**config.mk**
```make
export PLATFORM = sky130hd
export DESIGN_NAME = regfile_write_arbiter
export DESIGN_NICKNAME = d
export VERILOG_FILES = /design/src/rtl/regfile_write_arbiter.sv
export SDC_FILE = /design/constraint.sdc
export NUM_CORES = 1
export LEC_CHECK = 0
export CORE_MARGIN = 8
export CORE_UTILIZATION = 30
export DETAILED_ROUTE_END_ITERATION = 8
export GPL_TIMING_DRIVEN = 0
export PLACE_DENSITY = 0.53
export SKIP_CTS_REPAIR_TIMING = 1
export SLEW_MARGIN = 10
export SYNTH_ARGS = -nofsm -noshare
export SYNTH_HDL_FRONTEND = slang
export SYNTH_SLANG_ARGS = --single-unit
```
**constraint.sdc**
```tcl
create_clock -name clk -period 7.8 [get_ports clk]
set_input_delay 2.34 -clock clk [delete_from_list [all_inputs] [get_ports clk]]
set_output_delay 2.34 -clock clk [all_outputs]
set_load 0.05 [all_outputs]
```
**src/rtl/regfile_write_arbiter.sv**
```systemverilog
// Two-source writeback arbiter for the single register-file write port.
// Each source has a one-entry holding register; entries drain round-robin, oldest-first on same destination.
module regfile_write_arbiter #(
    parameter int ADDR_W    = 5,
    parameter int DATA_W    = 32,
    parameter bit ZERO_DROP = 1'b1
) (
    input  logic              clk,
    input  logic              rst,

    input  logic              req0_valid,
    output logic              req0_ready,
    input  logic [ADDR_W-1:0] req0_addr,
    input  logic [DATA_W-1:0] req0_data,

    input  logic              req1_valid,
    output logic              req1_ready,
    input  logic [ADDR_W-1:0] req1_addr,
    input  logic [DATA_W-1:0] req1_data,

    output logic              rf_regWrite,
    output logic [ADDR_W-1:0] rf_writeReg,
    output logic [DATA_W-1:0] rf_writeData,

    input  logic [ADDR_W-1:0] query_addr,
    output logic              query_pending
);

    logic              full0, full1;
    logic [ADDR_W-1:0] addr0, addr1;
    logic [DATA_W-1:0] data0, data1;
    logic              older;       // 1: entry 1 holds the older write
    logic              lastGrant;

    logic grant0, grant1;
    logic acc0, acc1;
    logic keep0, keep1;
    logic hit0, hit1;

    always_comb begin
        grant0 = 1'b0;
        grant1 = 1'b0;
        if (full0 && full1) begin
            if (addr0 == addr1) begin
                grant0 = ~older;
                grant1 = older;
            end else begin
                grant0 = lastGrant;
                grant1 = ~lastGrant;
            end
        end else begin
            grant0 = full0;
            grant1 = full1;
        end
    end

    // An entry draining this cycle can take a new write at the same edge.
    assign req0_ready = ~rst & (~full0 | grant0);
    assign req1_ready = ~rst & (~full1 | grant1);

    assign acc0  = req0_valid & req0_ready;
    assign acc1  = req1_valid & req1_ready;
    assign keep0 = acc0 & ~(ZERO_DROP && (req0_addr == '0));
    assign keep1 = acc1 & ~(ZERO_DROP && (req1_addr == '0));

    always_ff @(posedge clk or posedge rst) begin
        if (rst) begin
            full0     <= 1'b0;
            full1     <= 1'b0;
            addr0     <= '0;
            addr1     <= '0;
            data0     <= '0;
            data1     <= '0;
            older     <= 1'b0;
            lastGrant <= 1'b1;
        end else begin
            full0 <= keep0 | (full0 & ~grant0);
            full1 <= keep1 | (full1 & ~grant1);
            if (keep0) begin
                addr0 <= req0_addr;
                data0 <= req0_data;
            end
            if (keep1) begin
                addr1 <= req1_addr;
                data1 <= req1_data;
            end
            if (grant0 || grant1)
                lastGrant <= grant1;
            // Simultaneous accepts leave source 0 older so source 1 lands last.
            if (acc0 && acc1)
                older <= 1'b0;
            else if (acc0)
                older <= 1'b1;
            else if (acc1)
                older <= 1'b0;
        end
    end

    always_comb begin
        rf_regWrite  = ~rst & (grant0 | grant1);
        rf_writeReg  = '0;
        rf_writeData = '0;
        if (grant0) begin
            rf_writeReg  = addr0;
            rf_writeData = data0;
        end else if (grant1) begin
            rf_writeReg  = addr1;
            rf_writeData = data1;
        end
    end

    assign hit0          = full0 & (addr0 == query_addr);
    assign hit1          = full1 & (addr1 == query_addr);
    assign query_pending = ~rst & (query_addr != '0) & (hit0 | hit1);

endmodule
```
Yosys cells after proc, flatten, opt, wreduce, memory -nomap -nowiden:

Index checks and enable logic that the tools add are counted.

* bits in registers: 78
* latch bits: 0
* memory bits (writable): 0
* ROM bits: 0
* bits of input ports: 83
* memories: 0

* add/sub/neg operators: 0
* multiply operators: 0
* div/mod/pow operators: 0
* $lt $le $gt $ge: 0
* equality and inequality tests: 3
* shift-type cells: 0
* multiplexer cells: 11
* bitwise logic cells: 28
* reduce and logical (&&, ||, !) cells: 7

Operator list (number)
* $mux W32: 2
* $eq A5 B5 Y1: 3
* $and A1 B1 Y1: 13
* $logic_not A5 Y1: 2
* $mux W5: 2
* $not A1 Y1: 9
* $mux W1: 7
* $or A1 B1 Y1: 6
* $reduce_bool A5 Y1: 1
* $reduce_bool A3 Y1: 1
* $logic_and A1 B1 Y1: 2
* $logic_or A1 B1 Y1: 1

Longest topological paths before layout:

* depth after elaboration: 9
* gate-level depth with buffers: 8

Worst setup path after synthesis:

OpenSTA, ideal clock, no wires.

* kind: in2out
* start point: in rst
* end point: out query_pending
* arrival time: 5.110 ns
* setup slack: 0.350 ns
* stages on the path: 3
* buffers on the path: 0
* cell sequence: inv_1 -> o21ai_0 -> a21oi_1

* word-level cells in the longest chain between the ends: 3

RTL lines
* start: declaration: line 9 `input logic rst,`
* $not A1 Y1: line 114 `assign query_pending = ~rst & (query_addr != '0) & (hit0 | hit1);`
* $and A1 B1 Y1 (2 in series): line 114
* end: declaration: line 26 `output logic query_pending`

No other way between the ends.

Final worst setup path:

* start point: in rst
* end point: out req1_ready

* word-level cells in the longest chain between the ends: 2

RTL lines
* $not A1 Y1: line 59 `assign req1_ready = ~rst & (~full1 | grant1);`
* $and A1 B1 Y1: line 59
* end: declaration: line 17 `output logic req1_ready,`

No other way between the ends.

==> run metrics <==
I/O Buffers=roughly 120; cell count after synthesis=266; final period demand of the worst path=6900 ps; Critical Path RT=5460 ps; fin. max-slew vios=0; vias per inst=4.848; share of layout cells above drive strength 1=16.50%; pwr dens=approximately 260 nW/um2; total grt overflow=0; Tcrit/Tclk final=88.46%; asr flop ratio synth=100.0%; first-pass GRT wire length=17370 um; Yosys top cell area share=50.38%; largest cells by area after synthesis=dfrtp_1 (50%), mux2_1 (13%), mux2_4 (11%); CP Launch Type=primary input; IO Pins=124; Clock Sinks=78; status=finished clean; synth warn=0; Pleak=between 2 and 2.5 nW; Worst Path Arrival=roughly 4600 ps; CTS clk-pin slew, worst paths=60 ps; multi-input combinational cell area=1704 um2; Mapped Area=3825 um2; Post-synth EDFFs=0; Max Cap Viol=0; CP Max Fanout=51; NumNets Final=484; Final Setup Violations=0; FILL cells=1186; GP Congestion=0.7941; initial antenna violation count=0; final wirelength=11170 um; H-tree depth=3; Register Area=1953 um2; vias in the first global route=approximately 3200; DRC Markers=0; clock skew=4.692 ps; most frequent cells in the layout=clkdlybuf4s50_1 (123), dfrtp_1 (77), mux2_1 (43); final hold viol count=0; synthesis-stage register bit count=78; largest net degree at the start of global routing=52; Initial Util=30.56%; via count=2802; Pwr Total=~1.5 mW; Die Span Y=128.9 um; clock buffer depth=2; overall routing resource usage=13.62%; synthesized area per cell=14.38 um2; Post-Syn Nets=between 300 and 400; Die W=~130 um; DRT Pass-1 Iters=4; Design Area, Final=5664 um2; unrepaired setup endpoints after global routing=false; HP Class=reg2reg; CTS root buf=clkbuf_16; site row count=41; DP HPWL=8026 um; CORE AREA=12520 um2; total CTS buffers=9; Detail Route Antenna Nets=0; Util after Layout=a little under half; setup TNS=0 ps; drt initial violations=115; routed len/inst=19.33 um; Placement Cell Area=5301 um2; WHS=approximately 490 ps; Relative slew margins=roughly three fifths; Max Fclk=144.9 MHz; leading area contributor after synthesis=dfrtp_1; ys flop type=dfrtp_1; CTS tree=built; Clock Latency Late Sink=approximately 330 ps; die area=16620 um2; Worst setup EP type=output port; leading cell type in the layout, fill and taps excluded=clkdlybuf4s50_1; WS Path Type=in2out; sequential area share after synthesis=51.06%; Synth-to-Final Area Change=48.09%; Yosys cell types=33; worst slew pin tran=roughly 590 ps; maximum vdd drop=0.0001073 V; Ant. Diodes=0
[through the flow]
step | setup WS (ps) | instances
finish | 900.2 | 578
global route | 734.1 | 578
CTS | 813.9 | 578
detailed placement | 814.7 | 562
global placement | -1317 | 561
floorplan | 350.5 | 266
[logic make-up (layout without fill, tap and decap cells)]
family	after synthesis	in the layout	synth area share [%]
buffers and inverters	22	162	4.383
muxes	72	72	24.04
and+or+nand+nor	27	27	4.350
DFF	78	78	51.06
AOI/OAI and AO/OA	52	52	12.72
xor gates and xnor gates	15	15	3.435
[report_power, final]
part	internal (mW)	switching (mW)
Sequential	0.477	0.0474
Combinational	0.208	0.241
Clock	0.345	0.170
[metal layers]
layer	share of wire [%]	GRT usage [%]
met5	0	0
met4	1.0	4.008
met2	46	21.18
met1	45	17.28
met3	7.5	5.006
[critical path, cell delays in order]
cell             delay (ps)
clkdlybuf4s50_1         500
inv_4                   360
buf_16                  300
and3_1                  220
clkdlybuf4s50_1         810
[cells in the mapped netlist, drive strengths merged (2+ instances only)]
master / n
dfrtp: 77
mux2: 72
a32o: 39
buf: 16
xor2: 10
o21ai: 5
xnor2: 5
clkbuf: 4
nor2: 4
or4: 4
a21oi: 3
nand2: 3
nand3: 3
a21o: 2
and2: 2
and3: 2
inv: 2
nor2b: 2
nor4: 2
[flip-flops by register name, summed over array words and instances (netlist names)]
name / cells
addr0: 5
addr1: 5
data0: 32
data1: 32
full0: 1
full1: 1
lastGrant: 1
older: 1
[cell type report]
type	count	area share [%]
flip-flops and latches	78	34.48
multi-input cells	166	30.09
repair buffers	124	22.22
clock buffers	10	4.042
well taps	172	3.799
plain buffers	20	2.827
clock inverters	6	2.364
inverters	2	0.1767
[worst paths after layout]
path                            cells after the start                  start                    end  slack [ps]
worst max register to register                      7   addr1[1]$_DFFE_PP0P_   data1[1]$_DFFE_PP0P_        5330
max in group asynchronous                           3                    rst  lastGrant$_DFFE_PP1P_        4720
min in group asynchronous                           2                    rst   addr1[1]$_DFFE_PP0P_        2450
worst max-delay path                                5                    rst             req1_ready         900
worst min register to register                      1  data1[31]$_DFFE_PP0P_  data1[31]$_DFFE_PP0P_         490
worst min-delay path                                1  data1[31]$_DFFE_PP0P_  data1[31]$_DFFE_PP0P_         490
Note: power is estimated with default switching activity, not from simulation.
